File: src/rtl/router_input_buffer.sv
// router_input_buffer: per-port NoC input FIFO with credit flow control and packet framing FSM
//   clock, reset        : rising-edge clock, asynchronous active-high reset
//   rx, data_i          : incoming link flit; credit_o high while a slot is free
//   h, ack_h            : header request / grant towards switch control
//   data_av, data_o, data_ack : head-flit handshake towards the crossbar
//   sender              : packet transfer in progress
//   occupancy           : flits stored; overflow: sticky flag for a flit dropped while full
//   ROUTER_INPUT_BUFFER_STATS_EN adds pkt_count and flit_count (32-bit, wrapping)
module router_input_buffer #(
  parameter int FLIT_WIDTH = 32,
  parameter int DEPTH = 16,
  parameter int SIZE_WIDTH = 16
) (
  input  logic clock,
  input  logic reset,
  input  logic rx,
  input  logic [FLIT_WIDTH-1:0] data_i,
  output logic credit_o,
  output logic h,
  input  logic ack_h,
  output logic data_av,
  output logic [FLIT_WIDTH-1:0] data_o,
  input  logic data_ack,
  output logic sender,
  output logic [$clog2(DEPTH):0] occupancy,
`ifdef ROUTER_INPUT_BUFFER_STATS_EN
  output logic overflow,
  output logic [31:0] pkt_count,
  output logic [31:0] flit_count
`else
  output logic overflow
`endif
);
  localparam int AW = $clog2(DEPTH);
  typedef enum logic [2:0] {S_IDLE, S_REQ, S_HEAD, S_SIZE, S_PAYLOAD, S_END} state_t;
  state_t r_state;
  logic [FLIT_WIDTH-1:0] r_mem [DEPTH];
  logic [AW-1:0] r_wr, r_rd;
  logic [AW:0] r_cnt;
  logic [SIZE_WIDTH-1:0] r_rem;
  logic r_h, r_sender, r_ovf;
  logic w_push, w_pop;
  logic [SIZE_WIDTH-1:0] w_size;
  assign credit_o = r_cnt != (AW+1)'(DEPTH);
  assign w_push = rx && credit_o;
  // sender is high exactly in HEAD/SIZE/PAYLOAD, so it gates flit delivery
  assign data_av = r_sender && r_cnt != '0;
  assign w_pop = data_av && data_ack;
  assign data_o = r_mem[r_rd];
  assign w_size = data_o[SIZE_WIDTH-1:0];
  assign occupancy = r_cnt;
  assign h = r_h;
  assign sender = r_sender;
  assign overflow = r_ovf;
  // memory is cleared on reset so data_o reads 0 afterwards
  always_ff @(posedge clock or posedge reset)
    if (reset) begin
      for (int i = 0; i < DEPTH; i++) r_mem[i] <= '0;
      r_wr <= '0;
      r_rd <= '0;
      r_cnt <= '0;
      r_ovf <= 1'b0;
    end else begin
      if (w_push) begin
        r_mem[r_wr] <= data_i;
        r_wr <= r_wr + AW'(1);
      end
      if (w_pop) r_rd <= r_rd + AW'(1);
      r_cnt <= r_cnt + (AW+1)'(w_push) - (AW+1)'(w_pop);
      if (rx && !credit_o) r_ovf <= 1'b1;
    end
  always_ff @(posedge clock or posedge reset)
    if (reset) begin
      r_state <= S_IDLE;
      r_h <= 1'b0;
      r_sender <= 1'b0;
      r_rem <= '0;
    end else
      case (r_state)
        S_IDLE: if (r_cnt != '0) begin
          r_state <= S_REQ;
          r_h <= 1'b1;
        end
        S_REQ: if (ack_h) begin
          r_state <= S_HEAD;
          r_h <= 1'b0;
          r_sender <= 1'b1;
        end
        S_HEAD: if (w_pop) r_state <= S_SIZE;
        S_SIZE: if (w_pop) begin
          r_rem <= w_size;
          r_sender <= w_size != '0;
          if (w_size == '0) r_state <= S_END;
          else r_state <= S_PAYLOAD;
        end
        S_PAYLOAD: if (w_pop) begin
          r_rem <= r_rem - SIZE_WIDTH'(1);
          if (r_rem == SIZE_WIDTH'(1)) begin
            r_state <= S_END;
            r_sender <= 1'b0;
          end
        end
        default: r_state <= S_IDLE;
      endcase
`ifdef ROUTER_INPUT_BUFFER_STATS_EN
  logic [31:0] r_pkt, r_flit;
  always_ff @(posedge clock or posedge reset)
    if (reset) begin
      r_pkt <= '0;
      r_flit <= '0;
    end else begin
      if (w_pop && r_state == S_SIZE) r_pkt <= r_pkt + 32'd1;
      if (w_pop) r_flit <= r_flit + 32'd1;
    end
  assign pkt_count = r_pkt;
  assign flit_count = r_flit;
`endif
endmodule

File: config.mk
export PLATFORM = sky130hd
export DESIGN_NAME = router_input_buffer
export DESIGN_NICKNAME = d
export VERILOG_FILES = /design/src/rtl/router_input_buffer.sv
export SDC_FILE = /design/constraint.sdc
export NUM_CORES = 1
export LEC_CHECK = 0
export BUFFER_PORTS_ARGS = -buffer_cell sky130_fd_sc_hd__buf_2
export CORE_MARGIN = 2
export CORE_UTILIZATION = 56
export DETAILED_ROUTE_END_ITERATION = 16
export PLACE_DENSITY = 0.76
export SYNTH_ARGS = -nofsm -noshare
export SYNTH_HDL_FRONTEND = slang
export SYNTH_SLANG_ARGS = --single-unit
File: constraint.sdc
create_clock -name clock -period 17 [get_ports clock]
set_input_delay 0.85 -clock clock [delete_from_list [all_inputs] [get_ports clock]]
set_output_delay 0.85 -clock clock [all_outputs]
set_load 0.05 [all_outputs]
==> flow_summary.toml <==
[outcome]
status = "finished, final reports clean"

[power]
ir_worst_vdd_v = 0.0001526
p_total_mw = 6.113
p_leak_nw = 12.04
pwr_density_cell_nw_per_um2 = 221.7

[layout]
layout_common_cells = "dfrtp_1 (544), mux2_2 (512), mux4_2 (144)"
nets = 1693
drive_above_1_share_pct = 51.63
n_fill_cell = 3168
syn2layout_area_growth_pct = 10.46
final_common_cell = "dfrtp_1"
fin_util_pct = 62.50
antenna_cells = 0

[floorplanning]
chipWidth_um = 215.1
coreArea_um2 = 44120
pin_count = 79
rows = 77
fp.dieH_um = 215.1
die_area_um2 = 46290
start_util_pct = 56.58

[logic_synthesis]
synth_edf_count = 0
syn_avg_cell_area_um2 = 15.50
ys_warn_count = 0
syn_inst = 1611
synth_area_leaders = "dfrtp_1 (55%), mux2_2 (23%), mux4_2 (13%)"
ys_seq_elements = 547
synthFlopType = "dfrtp_1"
synthArstFlopShare_pct = 100.0
synth_top_area_share_pct = 54.83
syn-num-nets = 1662
ys_types = 44
synth_area_um2 = 24970
synth_top_area_cell = "dfrtp_1"
synth-seq-area-share_pct = 54.83

[timing]
hold_viol = 0
fmax_mhz = 207.6
tns_ns = 0
max_slew_margin_pct = 24.27
tightest_slew_ns = 1.133
final.period_utilization_pct = 28.33
min_period_ns = 4.816
clock_skew_ns = 0.02010
drv_slew = 0
setup_viol = 0
rsz0062_at_grt = "no"

[worst_hold_path]
hp-class = "in2async"

[critical_path]
required_ns = 16.15
worstSetupStartpointType = "flop"
crit_arrival_ns = 3.97
crit_fanout = 72
worstSetupPathType = "reg2out"
startpoint = "r_rd[1]"
reg2reg_from = "r_rd[0]"
cp-end-kind = "primary output"
ff2ff_setup_slack_ns = 13.04
cp-endpoint = "data_o[8]"
reg2reg_to = "sender"
r2r_cells = 7

[cts]
clk_pin_slew_worst_paths_ns = 0.06
clk_path_buf_depth = 3
cts_setup_buffers = 0
clock_latency_ns = 0.60
cts_resized = 0
clock_sinks = 547
holdBufCountCts = 0
numCtsBuffers = 54
cts_htree_levels = 2
cts_tree = "yes"
root_buffer = "clkbuf_16"

[global_route]
grt_pass1_wl_um = 90550
grt_pass1_vias = 15280
overflow = 0
grt_use_total_pct = 25.62
grt_max_degree = 116
antenna_found_initial = 5

[detailed_routing]
ant_nets = 0
first_pass_iters = 5
wire_per_inst_um = 25.35
drtIter0Drc = 1121
drc = 0
vias_per_cell = 6.282
routed_wl_um = 57670
num_vias = 14290

[placed_design]
numPortBuffers = 78
gp_congestion = 0.8109
dp_hpwl_um = 34270

[flow_run]
drv_cap = 0
worst min path at each step:
stage	from	to	slack, ns	cells past startpoint
floorplan	r_rem[14]	r_rem[14]	0.46	1
global placement	overflow	overflow	0.45	1
detailed placement	overflow	overflow	0.45	1
CTS	reset	r_mem[505]	0.43	2
global route	reset	r_mem[345]	0.49	2
finish	reset	r_mem[409]	0.41	2
through the flow:
stage          hold WS [ns]  setup slack [ns]  std cells  cell area [µm²]
6_report             0.4055             12.18       2275            27580
5_1_grt              0.4907             12.07       2275            27580
4_1_cts              0.4340             12.18       2275            27580
3_5_place_dp         0.4525             12.83       2178            25770
3_3_place_gp         0.4453             12.84       2178            25770
2_1_floorplan        0.4571            0.8578       1611            24970
metal layers:
layer | vias up | routed length [µm] | GRT usage, %
met3 | 94 | 3071 | 4.968
li1 | 6097 | - | -
met5 | - | 37 | 0
met1 | 7756 | 24780 | 34.73
met4 | 6 | 1266 | 7.034
met2 | 338 | 28520 | 42.73
flip-flops by register name, indices dropped and copies added, names as in the netlist, 3 cells and up:
register,count
occupancy,5
r_mem,512
r_rd,4
r_rem,16
r_state,3
r_wr,4
where the power goes:
group	total [mW]	switching (mW)	leakage [nW]	internal [mW]
sequential	2.34	0.403	6.74	1.93
clock	1.21	0.497	0.893	0.711
combinational	2.57	1.31	4.41	1.26
Yosys cell counts (4+ instances only):
library cell,count
dfrtp_1,547
mux2_2,512
mux4_2,144
clkbuf_1,66
buf_2,55
a21oi_1,32
nand2_1,30
nor2_1,26
o22ai_1,20
a22oi_1,19
o21ai_0,19
nand3_1,18
inv_1,15
nor3_1,14
ha_1,13
nand4_1,10
xnor2_1,8
nor2b_1,7
buf_4,6
nand2b_1,6
and2_1,4
nor4_1,4
area by class of cell:
type	count	area, µm²	area share, %
Clock inverter	13	150.1	0.5445
Clock buffer	84	1655	6.003
Tap cell	592	740.7	2.686
Sequential cell	547	13700	49.68
Multi-Input combinational cell	915	10650	38.61
Timing Repair Buffer	108	615.6	2.232
Inverter	16	67.56	0.2450
kinds of logic (layout without fill, tap and decap cells):
group                      Yosys count  in the layout  share of synthesized area [%]
muxes                              659            659                          36.21
DFF                                547            547                          54.83
buffers and inverters              149            221                          2.761
and+or+nand+nor                    126            126                          2.471
AOI/OAI and AO/OA                  106            106                          2.651
adders and majority gates           14             14                         0.7317
xor gates and xnor gates            10             10                         0.3508
worst max-delay path, cell delays in order, from the launching register on:
cell     delay, ns
dfrtp_4       0.89
buf_4         0.98
mux4_2        0.60
a22oi_1       0.39
nand2_1       0.18
buf_2         0.25
(Power assumes the default switching activity.)
